--- config.mk ---
export PLATFORM = sky130hd
export DESIGN_NAME = rom_load_sequencer_flat
export DESIGN_NICKNAME = d
export VERILOG_FILES = /design/src/rtl/rom_load_sequencer_if.sv /design/src/rtl/rom_load_sequencer.sv /design/src/flat_wrapper.sv
export SDC_FILE = /design/constraint.sdc
export NUM_CORES = 1
export LEC_CHECK = 0
export CAP_MARGIN = 10
export CORE_MARGIN = 4
export CORE_UTILIZATION = 49
export CTS_CLUSTER_SIZE = 16
export DETAILED_ROUTE_END_ITERATION = 16
export PLACE_DENSITY = 0.8
export SYNTH_ARGS = -nofsm -noshare
export SYNTH_HDL_FRONTEND = slang
export SYNTH_SLANG_ARGS = --single-unit
--- constraint.sdc ---
create_clock -name CLK -period 2.64 [get_ports CLK]
set_clock_uncertainty 0.05 [all_clocks]
set_input_delay 0.528 -clock CLK [delete_from_list [all_inputs] [get_ports CLK]]
set_output_delay 0.528 -clock CLK [all_outputs]
set_load 0.01 [all_outputs]
--- src/rtl/rom_load_sequencer_if.sv ---
// rom_load_sequencer_if: ioctl download stream in, ROM write strobes and core reset control out
//   master: drives user_reset and ioctl_*, observes the ROM write and status signals
//   slave : the sequencer side (consumes ioctl_*, drives rom_*, core_reset and status)
//   rom_sum exists only when ROM_LOAD_CHECKSUM_EN is defined
interface rom_load_if;
    logic        user_reset;
    logic        ioctl_download;
    logic        ioctl_wr;
    logic [15:0] ioctl_addr;
    logic [7:0]  ioctl_dout;
    logic [15:0] rom_addr;
    logic [7:0]  rom_data;
    logic [2:0]  rom_we;
    logic        core_reset;
    logic        rom_ready;
    logic        load_err;
    logic [15:0] byte_count;
`ifdef ROM_LOAD_CHECKSUM_EN
    logic [7:0]  rom_sum;
`endif
    modport master (
        output user_reset, ioctl_download, ioctl_wr, ioctl_addr, ioctl_dout,
        input  rom_addr, rom_data, rom_we, core_reset, rom_ready, load_err, byte_count
`ifdef ROM_LOAD_CHECKSUM_EN
        , rom_sum
`endif
    );
    modport slave (
        input  user_reset, ioctl_download, ioctl_wr, ioctl_addr, ioctl_dout,
        output rom_addr, rom_data, rom_we, core_reset, rom_ready, load_err, byte_count
`ifdef ROM_LOAD_CHECKSUM_EN
        , rom_sum
`endif
    );
endinterface

--- src/rtl/rom_load_sequencer.sv ---
// rom_load_sequencer: decodes ioctl download bytes into ROM region writes and sequences the core reset
//   CLK   : system clock
//   RESET : asynchronous active-high reset
//   bus   : rom_load_if.slave (ioctl stream in; rom_addr/rom_data/rom_we, core_reset, rom_ready,
//           load_err, byte_count out)
//   Optional: ROM_LOAD_CHECKSUM_EN adds rom_sum and the EXPECT_SUM check at download end.
module rom_load_sequencer #(
    parameter logic [15:0] REG0_END    = 16'h4000,
    parameter logic [15:0] REG1_END    = 16'h6000,
    parameter logic [15:0] REG2_END    = 16'h6120,
`ifdef ROM_LOAD_CHECKSUM_EN
    parameter logic [7:0]  EXPECT_SUM  = 8'h00,
`endif
    parameter int          HOLD_CYCLES = 64
) (
    input logic         CLK,
    input logic         RESET,
    rom_load_if.slave   bus
);
    localparam int HW = $clog2(HOLD_CYCLES) + 1;
    typedef enum logic [1:0] {IDLE, LOAD, HOLD, RUN} state_t;
    state_t        state_q, state_d;
    logic          dl_q;
    logic [HW-1:0] hc_q, hc_d;
    logic [15:0]   addr_q, addr_d, bc_q, bc_d;
    logic [7:0]    data_q, data_d, sum_q, sum_d;
    logic [2:0]    we_q, we_d;
    logic          crst_q, crst_d, rdy_q, rdy_d, err_q, err_d;
    logic          rise, fall, in_range, sum_ok;
    assign rise     = bus.ioctl_download & ~dl_q;
    assign fall     = ~bus.ioctl_download & dl_q;
    assign in_range = bus.ioctl_addr < REG2_END;
`ifdef ROM_LOAD_CHECKSUM_EN
    assign sum_ok      = sum_q == EXPECT_SUM;
    assign bus.rom_sum = sum_q;
`else
    assign sum_ok = 1'b1;
`endif
    always_comb begin
        state_d = state_q;
        hc_d    = hc_q;
        addr_d  = addr_q;
        data_d  = data_q;
        we_d    = '0;
        bc_d    = bc_q;
        sum_d   = sum_q;
        err_d   = err_q;
        if (rise) begin
            // A new download overrides everything, including a pending user_reset or hold.
            state_d = LOAD;
            bc_d    = '0;
            sum_d   = '0;
            err_d   = 1'b0;
        end else begin
            case (state_q)
                LOAD: begin
                    if (fall) begin
                        state_d = (bc_q >= REG2_END && sum_ok) ? HOLD : IDLE;
                        hc_d    = HW'(HOLD_CYCLES - 1);
                        err_d   = !(bc_q >= REG2_END && sum_ok);
                    end else if (bus.ioctl_wr && in_range) begin
                        we_d   = bus.ioctl_addr < REG0_END ? 3'b001 :
                                 bus.ioctl_addr < REG1_END ? 3'b010 : 3'b100;
                        addr_d = bus.ioctl_addr < REG0_END ? bus.ioctl_addr :
                                 bus.ioctl_addr < REG1_END ? bus.ioctl_addr - REG0_END :
                                                             bus.ioctl_addr - REG1_END;
                        data_d = bus.ioctl_dout;
                        bc_d   = &bc_q ? bc_q : bc_q + 16'd1;
                        sum_d  = sum_q + bus.ioctl_dout;
                    end
                end
                HOLD: begin
                    state_d = (!bus.user_reset && hc_q == '0) ? RUN : HOLD;
                    hc_d    = bus.user_reset ? HW'(HOLD_CYCLES - 1) : (hc_q == '0 ? hc_q : hc_q - 1'b1);
                end
                RUN: begin
                    state_d = bus.user_reset ? HOLD : RUN;
                    hc_d    = HW'(HOLD_CYCLES - 1);
                end
                default: ;
            endcase
        end
        // Registering core_reset from the next state makes it fall in the same cycle RUN is entered.
        crst_d = state_d != RUN;
        rdy_d  = rise ? 1'b0 : (state_d == RUN ? 1'b1 : rdy_q);
    end
    always_ff @(posedge CLK or posedge RESET) begin
        if (RESET) begin
            state_q <= IDLE;
            dl_q    <= 1'b0;
            hc_q    <= '0;
            addr_q  <= '0;
            data_q  <= '0;
            we_q    <= '0;
            bc_q    <= '0;
            sum_q   <= '0;
            crst_q  <= 1'b1;
            rdy_q   <= 1'b0;
            err_q   <= 1'b0;
        end else begin
            state_q <= state_d;
            dl_q    <= bus.ioctl_download;
            hc_q    <= hc_d;
            addr_q  <= addr_d;
            data_q  <= data_d;
            we_q    <= we_d;
            bc_q    <= bc_d;
            sum_q   <= sum_d;
            crst_q  <= crst_d;
            rdy_q   <= rdy_d;
            err_q   <= err_d;
        end
    end
    assign bus.rom_addr   = addr_q;
    assign bus.rom_data   = data_q;
    assign bus.rom_we     = we_q;
    assign bus.core_reset = crst_q;
    assign bus.rom_ready  = rdy_q;
    assign bus.load_err   = err_q;
    assign bus.byte_count = bc_q;
endmodule

--- src/flat_wrapper.sv ---
// flat-port wrapper written by rule: the top's interface ports become plain ports
module rom_load_sequencer_flat 
#(
    parameter logic [15:0] REG0_END    = 16'h4000,
    parameter logic [15:0] REG1_END    = 16'h6000,
    parameter logic [15:0] REG2_END    = 16'h6120,

    parameter int          HOLD_CYCLES = 64
)
  (CLK, RESET, bus_user_reset, bus_ioctl_download, bus_ioctl_wr, bus_ioctl_addr, bus_ioctl_dout, bus_rom_addr, bus_rom_data, bus_rom_we, bus_core_reset, bus_rom_ready, bus_load_err, bus_byte_count);
  rom_load_if bus_i ();
  input logic CLK;
  input logic RESET;
  input wire logic [$bits(bus_i.user_reset)-1:0] bus_user_reset;
  input wire logic [$bits(bus_i.ioctl_download)-1:0] bus_ioctl_download;
  input wire logic [$bits(bus_i.ioctl_wr)-1:0] bus_ioctl_wr;
  input wire logic [$bits(bus_i.ioctl_addr)-1:0] bus_ioctl_addr;
  input wire logic [$bits(bus_i.ioctl_dout)-1:0] bus_ioctl_dout;
  output wire logic [$bits(bus_i.rom_addr)-1:0] bus_rom_addr;
  output wire logic [$bits(bus_i.rom_data)-1:0] bus_rom_data;
  output wire logic [$bits(bus_i.rom_we)-1:0] bus_rom_we;
  output wire logic [$bits(bus_i.core_reset)-1:0] bus_core_reset;
  output wire logic [$bits(bus_i.rom_ready)-1:0] bus_rom_ready;
  output wire logic [$bits(bus_i.load_err)-1:0] bus_load_err;
  output wire logic [$bits(bus_i.byte_count)-1:0] bus_byte_count;
  assign bus_i.user_reset = bus_user_reset;
  assign bus_i.ioctl_download = bus_ioctl_download;
  assign bus_i.ioctl_wr = bus_ioctl_wr;
  assign bus_i.ioctl_addr = bus_ioctl_addr;
  assign bus_i.ioctl_dout = bus_ioctl_dout;
  assign bus_rom_addr = bus_i.rom_addr;
  assign bus_rom_data = bus_i.rom_data;
  assign bus_rom_we = bus_i.rom_we;
  assign bus_core_reset = bus_i.core_reset;
  assign bus_rom_ready = bus_i.rom_ready;
  assign bus_load_err = bus_i.load_err;
  assign bus_byte_count = bus_i.byte_count;
  rom_load_sequencer #(.REG0_END(REG0_END), .REG1_END(REG1_END), .REG2_END(REG2_END), .HOLD_CYCLES(HOLD_CYCLES)) u_core (.CLK(CLK), .RESET(RESET), .bus(bus_i));
endmodule
# Yosys cells after proc, flatten, opt, wreduce, memory -nomap -nowiden
# Index checks and enable logic that the tools add are counted.
# classes
add_sub_neg	4
magnitude_cmp	4
n_eq_ne	9
mux	28
bitwise_logic	6
n_reduce_logical	15
# ops
operator	n
$mux W16	7
$lt A16 B15 Y1 const B	3
$sub A16 B15 Y16 const B	2
$mux W7	3
$pmux W7 S3	1
$mux W3	6
$add A16 B1 Y16 const B	1
$ge A16 B15 Y1 const B	1
$reduce_and A16 Y1	1
$reduce_and A4 Y1	3
$reduce_bool A2 Y1	4
$logic_not A7 Y1	1
$mux W1	7
$sub A7 B1 Y7 const B	1
$eq A2 B2 Y1 const B	3
$mux W2	3
$ne A2 B1 Y1 const B	3
$pmux W2 S3	1
$not A1 Y1	4
$ne A3 B3 Y1 const B	1
$reduce_bool A3 Y1	1
$and A1 B1 Y1	2
$eq A2 B1 Y1 const B	1
$logic_and A1 B1 Y1	2
3 further kinds	4
# word_totals
register_bits	56
output_inout_bits	46
elab_cells	76

# Logic depth before layout (Yosys ltp)
# depth
depth_word	8
ltp_mapped	9

# Least setup slack after synthesis
# Ideal clock, no wire load.
# synth_timing
kind	input port to flip-flop
start	input port bus_ioctl_addr[15]
end	register u_core.bc_q[2] (netlist: u_core.bus.byte_count[2])
setup_ps	125
t_arrival_ps	1956
path_slack_ps	509
cell_stages	8
path_cell_list	inv_1 -> ha_1 -> nand2_1 -> a21o_1 -> a21oi_1 -> clkbuf_1 -> nor3b_1 -> mux2_2
# synth_via
elab_chain_len	4
# synth_lines
element	line_no	text
start: declaration	flat_wrapper.sv:17	input wire logic [$bits(bus_i.ioctl_addr)-1:0] bus_ioctl_addr;
$lt A16 B15 Y1	rom_load_sequencer.sv:32	assign in_range = bus.ioctl_addr < REG2_END;
$logic_and A1 B1 Y1	rom_load_sequencer.sv:61	end else if (bus.ioctl_wr && in_range) begin
$reduce_bool A2 Y1 (no source line)	n/a	
$reduce_and A4 Y1 (no source line)	n/a	
end signal: assignment	rom_load_sequencer.sv:95	bc_q <= '0;
end signal: assignment	rom_load_sequencer.sv:107	bc_q <= bc_d;
end: declaration	rom_load_sequencer.sv:25	logic [15:0] addr_q, addr_d, bc_q, bc_d;
# No other way between the ends.
# A chain may end at the register's enable or synchronous reset.

# Worst setup path in the final report
# layout_timing
start	input port bus_ioctl_addr[15]
end	register u_core.addr_q[2] (netlist: u_core.bus.rom_addr[2])
# layout_via
elab_chain_len	3
elab_cells_between_ends	7
# layout_lines
element	line_no	text
$lt A16 B15 Y1 (on tied branches)	rom_load_sequencer.sv:65, rom_load_sequencer.sv:32	
$mux W16 or $logic_and A1 B1 Y1 (tied branches)	rom_load_sequencer.sv:65, rom_load_sequencer.sv:61	
$mux W16 or $reduce_and A4 Y1 (tied branches)	n/a	
end signal: assignment	rom_load_sequencer.sv:104	addr_q <= addr_d;
end: declaration	rom_load_sequencer.sv:25	
# Parallel ways exist; a longest one is shown, timed or not.

==> metrics.md <==
| Metric | Value |
|---|---|
| Status | `finished clean` |
| Hold crit path type | `flop to flop` |
| CTS Root Cell | `clkbuf_8` |
| Vias per cell | `5.73` |
| Vias | `2505` |
| Worst slew pin tran | `573 ps` |
| Most frequent cell after synthesis | `dfrtp_1` |
| Layout cells sized above 1 | `0.192` |
| Synth top area share | `0.468` |
| Worst path buffer plus inverter count | `3` |
| Final setup margin | `134 ps` |
| Synthesized Nets | `309` |
| Clk pin slew, worst setup/hold paths | `100 ps` |
| TNS Setup | `0 ps` |
| Initial antenna violation count | `0` |
| CTS max path bufs | `2` |
| Leak pwr | `1.76 nW` |
| DP Area | `3890 sq um` |
| Top_reg_cell synth | `dfrtp_1` |
| Port-buffer cells | `74` |
| Mean post-synth cell area | `10.9 sq um` |
| CTS Buf Count | `5` |
| Post-route ant nets | `0` |
| Total power | `2.65 mW` |
| Pre-CTS WS | `-270 ps` |
| Crit-path max cell delay | `490 ps` |
| First DRT Iteration DRCs | `143` |
| Unrepaired setup endpoints after global routing | `false` |
| Synthesized area | `2940 sq um` |
| Setup crit start kind | `input port` |
| Worst path cell trace | `clkdlybuf4s50_1 -> inv_1 -> ha_1 -> nand2_1 -> a21o_1 -> nand2_2 -> or3_1 -> buf_12 -> mux2_4` |
| EDFF count, synth | `0` |
| Width of the die | `85.5 um` |
| CORE AREA | `5680 sq um` |
| List of most frequent post-synthesis cells | `55 x dfrtp_1, 22 x nand2_1, 17 x mux2_4` |
| Worst skew pair latency | `310 ps` |
| Site Rows | `27` |
| Peak VDD IR | `0.000382 V` |
| Placed cell count | `429` |
| Largest net degree at the start of global routing | `57` |
| Post-synthesis cell count | `270` |
| First-pass GRT wire length | `12.2 mm` |
| DP Wirelength | `5.23 mm` |
| Clk sink count | `56` |
| CTS tree | `done` |
| Power per cell area | `655 nW/um^2` |
| Fin cells | `437` |
| Critical path class | `input port to flop` |
| Worst Path Arrival | `2650 ps` |
| GRT overflow | `0` |
| Fmax | `0.399 GHz` |
| Die area | `7300 sq um` |
| Final setup viols | `0` |
| Global Route Usage Sum | `0.205` |
| Crit Path Max Fanout | `22` |
| Total routed wirelength | `7.23 mm` |
| Fin crit share | `0.949` |
| Worst relative slew slack | `0.618` |
| Starting density of the core | `0.518` |
| Fin nets | `403` |
| Drt first pass iters | `4` |
| Async set-reset flop share out of synthesis | `1.00` |
| Final count of pins violating max slew | `0` |
| # DRC | `0` |
| Largest cells by area after synthesis | `dfrtp_1 47%, mux2_4 8.7%, ha_1 4.3%` |
| Max_cap viols | `0` |
| Post-CTS Setup Bufs | `0` |
| Area growth syn-to-layout | `37.8%` |
| Min cycle time layout | `2510 ps` |
| Distinct cells, synth | `47` |
| H-Tree Depth | `2` |
| Post-synthesis register bit count | `56` |
| Worst-path cell with the longest stage delay | `clkdlybuf4s50_1` |
| Final Hold Viols | `0` |
| ANT cells | `0` |
| DR WL/cell | `16.5 um` |
| Cell taking the most area after synthesis | `dfrtp_1` |
| IO Pins | `75` |
| CP required | `2780 ps` |
| CP delay by family, top | `buffers and inverters` |
| CP Capture Type | `flop` |
| Register area share after synthesis | `0.477` |
| Vias in the first global route | `2485` |
| Synth warn | `0` |
| Die Height | `85.5 um` |
| Design Area, Final | `4050 sq um` |
| GPL Wtd Cong | `0.803` |
[final cells by class]
class                           count  area, sq um
Multi-Input combinational cell    190         1410
Tap cell                           72         90.1
Inverter                           15         56.3
Clock inverter                      3         90.1
Fill cell                         410         1620
Sequential cell                    56         1400
Timing Repair Buffer               96          931
Clock buffer                        5         68.8
[state kept, by name, summed over array words and instances (netlist names), 2 cells and up]
register               flops
u_core.state_q             2
u_core.bus.rom_addr       16
u_core.bus.rom_data        8
u_core.bus.byte_count     16
u_core.hc_q                7
u_core.bus.rom_we          3
[per-layer routing]
metal | track usage | routed length [um]
met5 | 0 | 0
met2 | 0.353 | 3580
met1 | 0.273 | 3190
met3 | 0.0330 | 410
met4 | 0.0417 | 48
[layout by cell type, fill, tap and decap left out, types with 3 or more instances in the layout]
cell type        count
a21o_1               3
a21oi_1             15
buf_4               20
bufinv_16            3
clkbuf_8             5
clkdlybuf4s50_1     74
dfrtp_1             55
ha_1                10
inv_1               14
mux2_2               8
mux2_4              17
nand2_1             22
nand3_1             12
nand4_1              3
nor2_1              16
nor3_1               4
nor4_1               5
o211ai_1             4
o21ai_0             15
o31ai_1             10
or3_1                4
or3_2                3
or4_1                9
[per-stage QoR]
stage	hold slack, ps	util
finish	439	0.714
global route	444	0.714
CTS	435	0.713
detailed placement	421	0.685
global placement	407	0.685
floorplan	390	-
[final timing paths]
path | from | endpoint | slack [ps] | depth (start not counted)
max | bus_ioctl_addr[15] | u_core.bus.rom_addr[2] | 130 | 9
min | u_core.hc_q[0] | u_core.hc_q[0] | 440 | 1
max reg2reg | u_core.bus.byte_count[0] | u_core.bus.byte_count[8] | 430 | 7
min reg2reg | u_core.hc_q[0] | u_core.hc_q[0] | 440 | 1
max in group asynchronous | RESET | u_core.bus.core_reset | 1720 | 3
min in group asynchronous | RESET | u_core.bus.rom_data[2] | 530 | 3
[power breakdown]
group	switching (mW)	internal (mW)	total, mW	leakage (nW)
Clock	0.283	0.474	0.757	0.0784
Sequential	0.123	1.01	1.14	0.692
Combinational	0.277	0.485	0.762	0.992
[timing repair]
action                                 CTS  global route
hold buffers                             0             0
resized for setup                        0             1
setup endpoints to repair                0             7
endpoints found under the hold margin    0             0
[logic make-up after synthesis]
group,after synthesis,synth area share
fa+ha+maj,10,0.0426
simple gates,91,0.169
flops,56,0.477
mux,27,0.124
compound gates,62,0.144
buf+inv,24,0.0434
No activity file was read; power rests on OpenSTA's default activity.
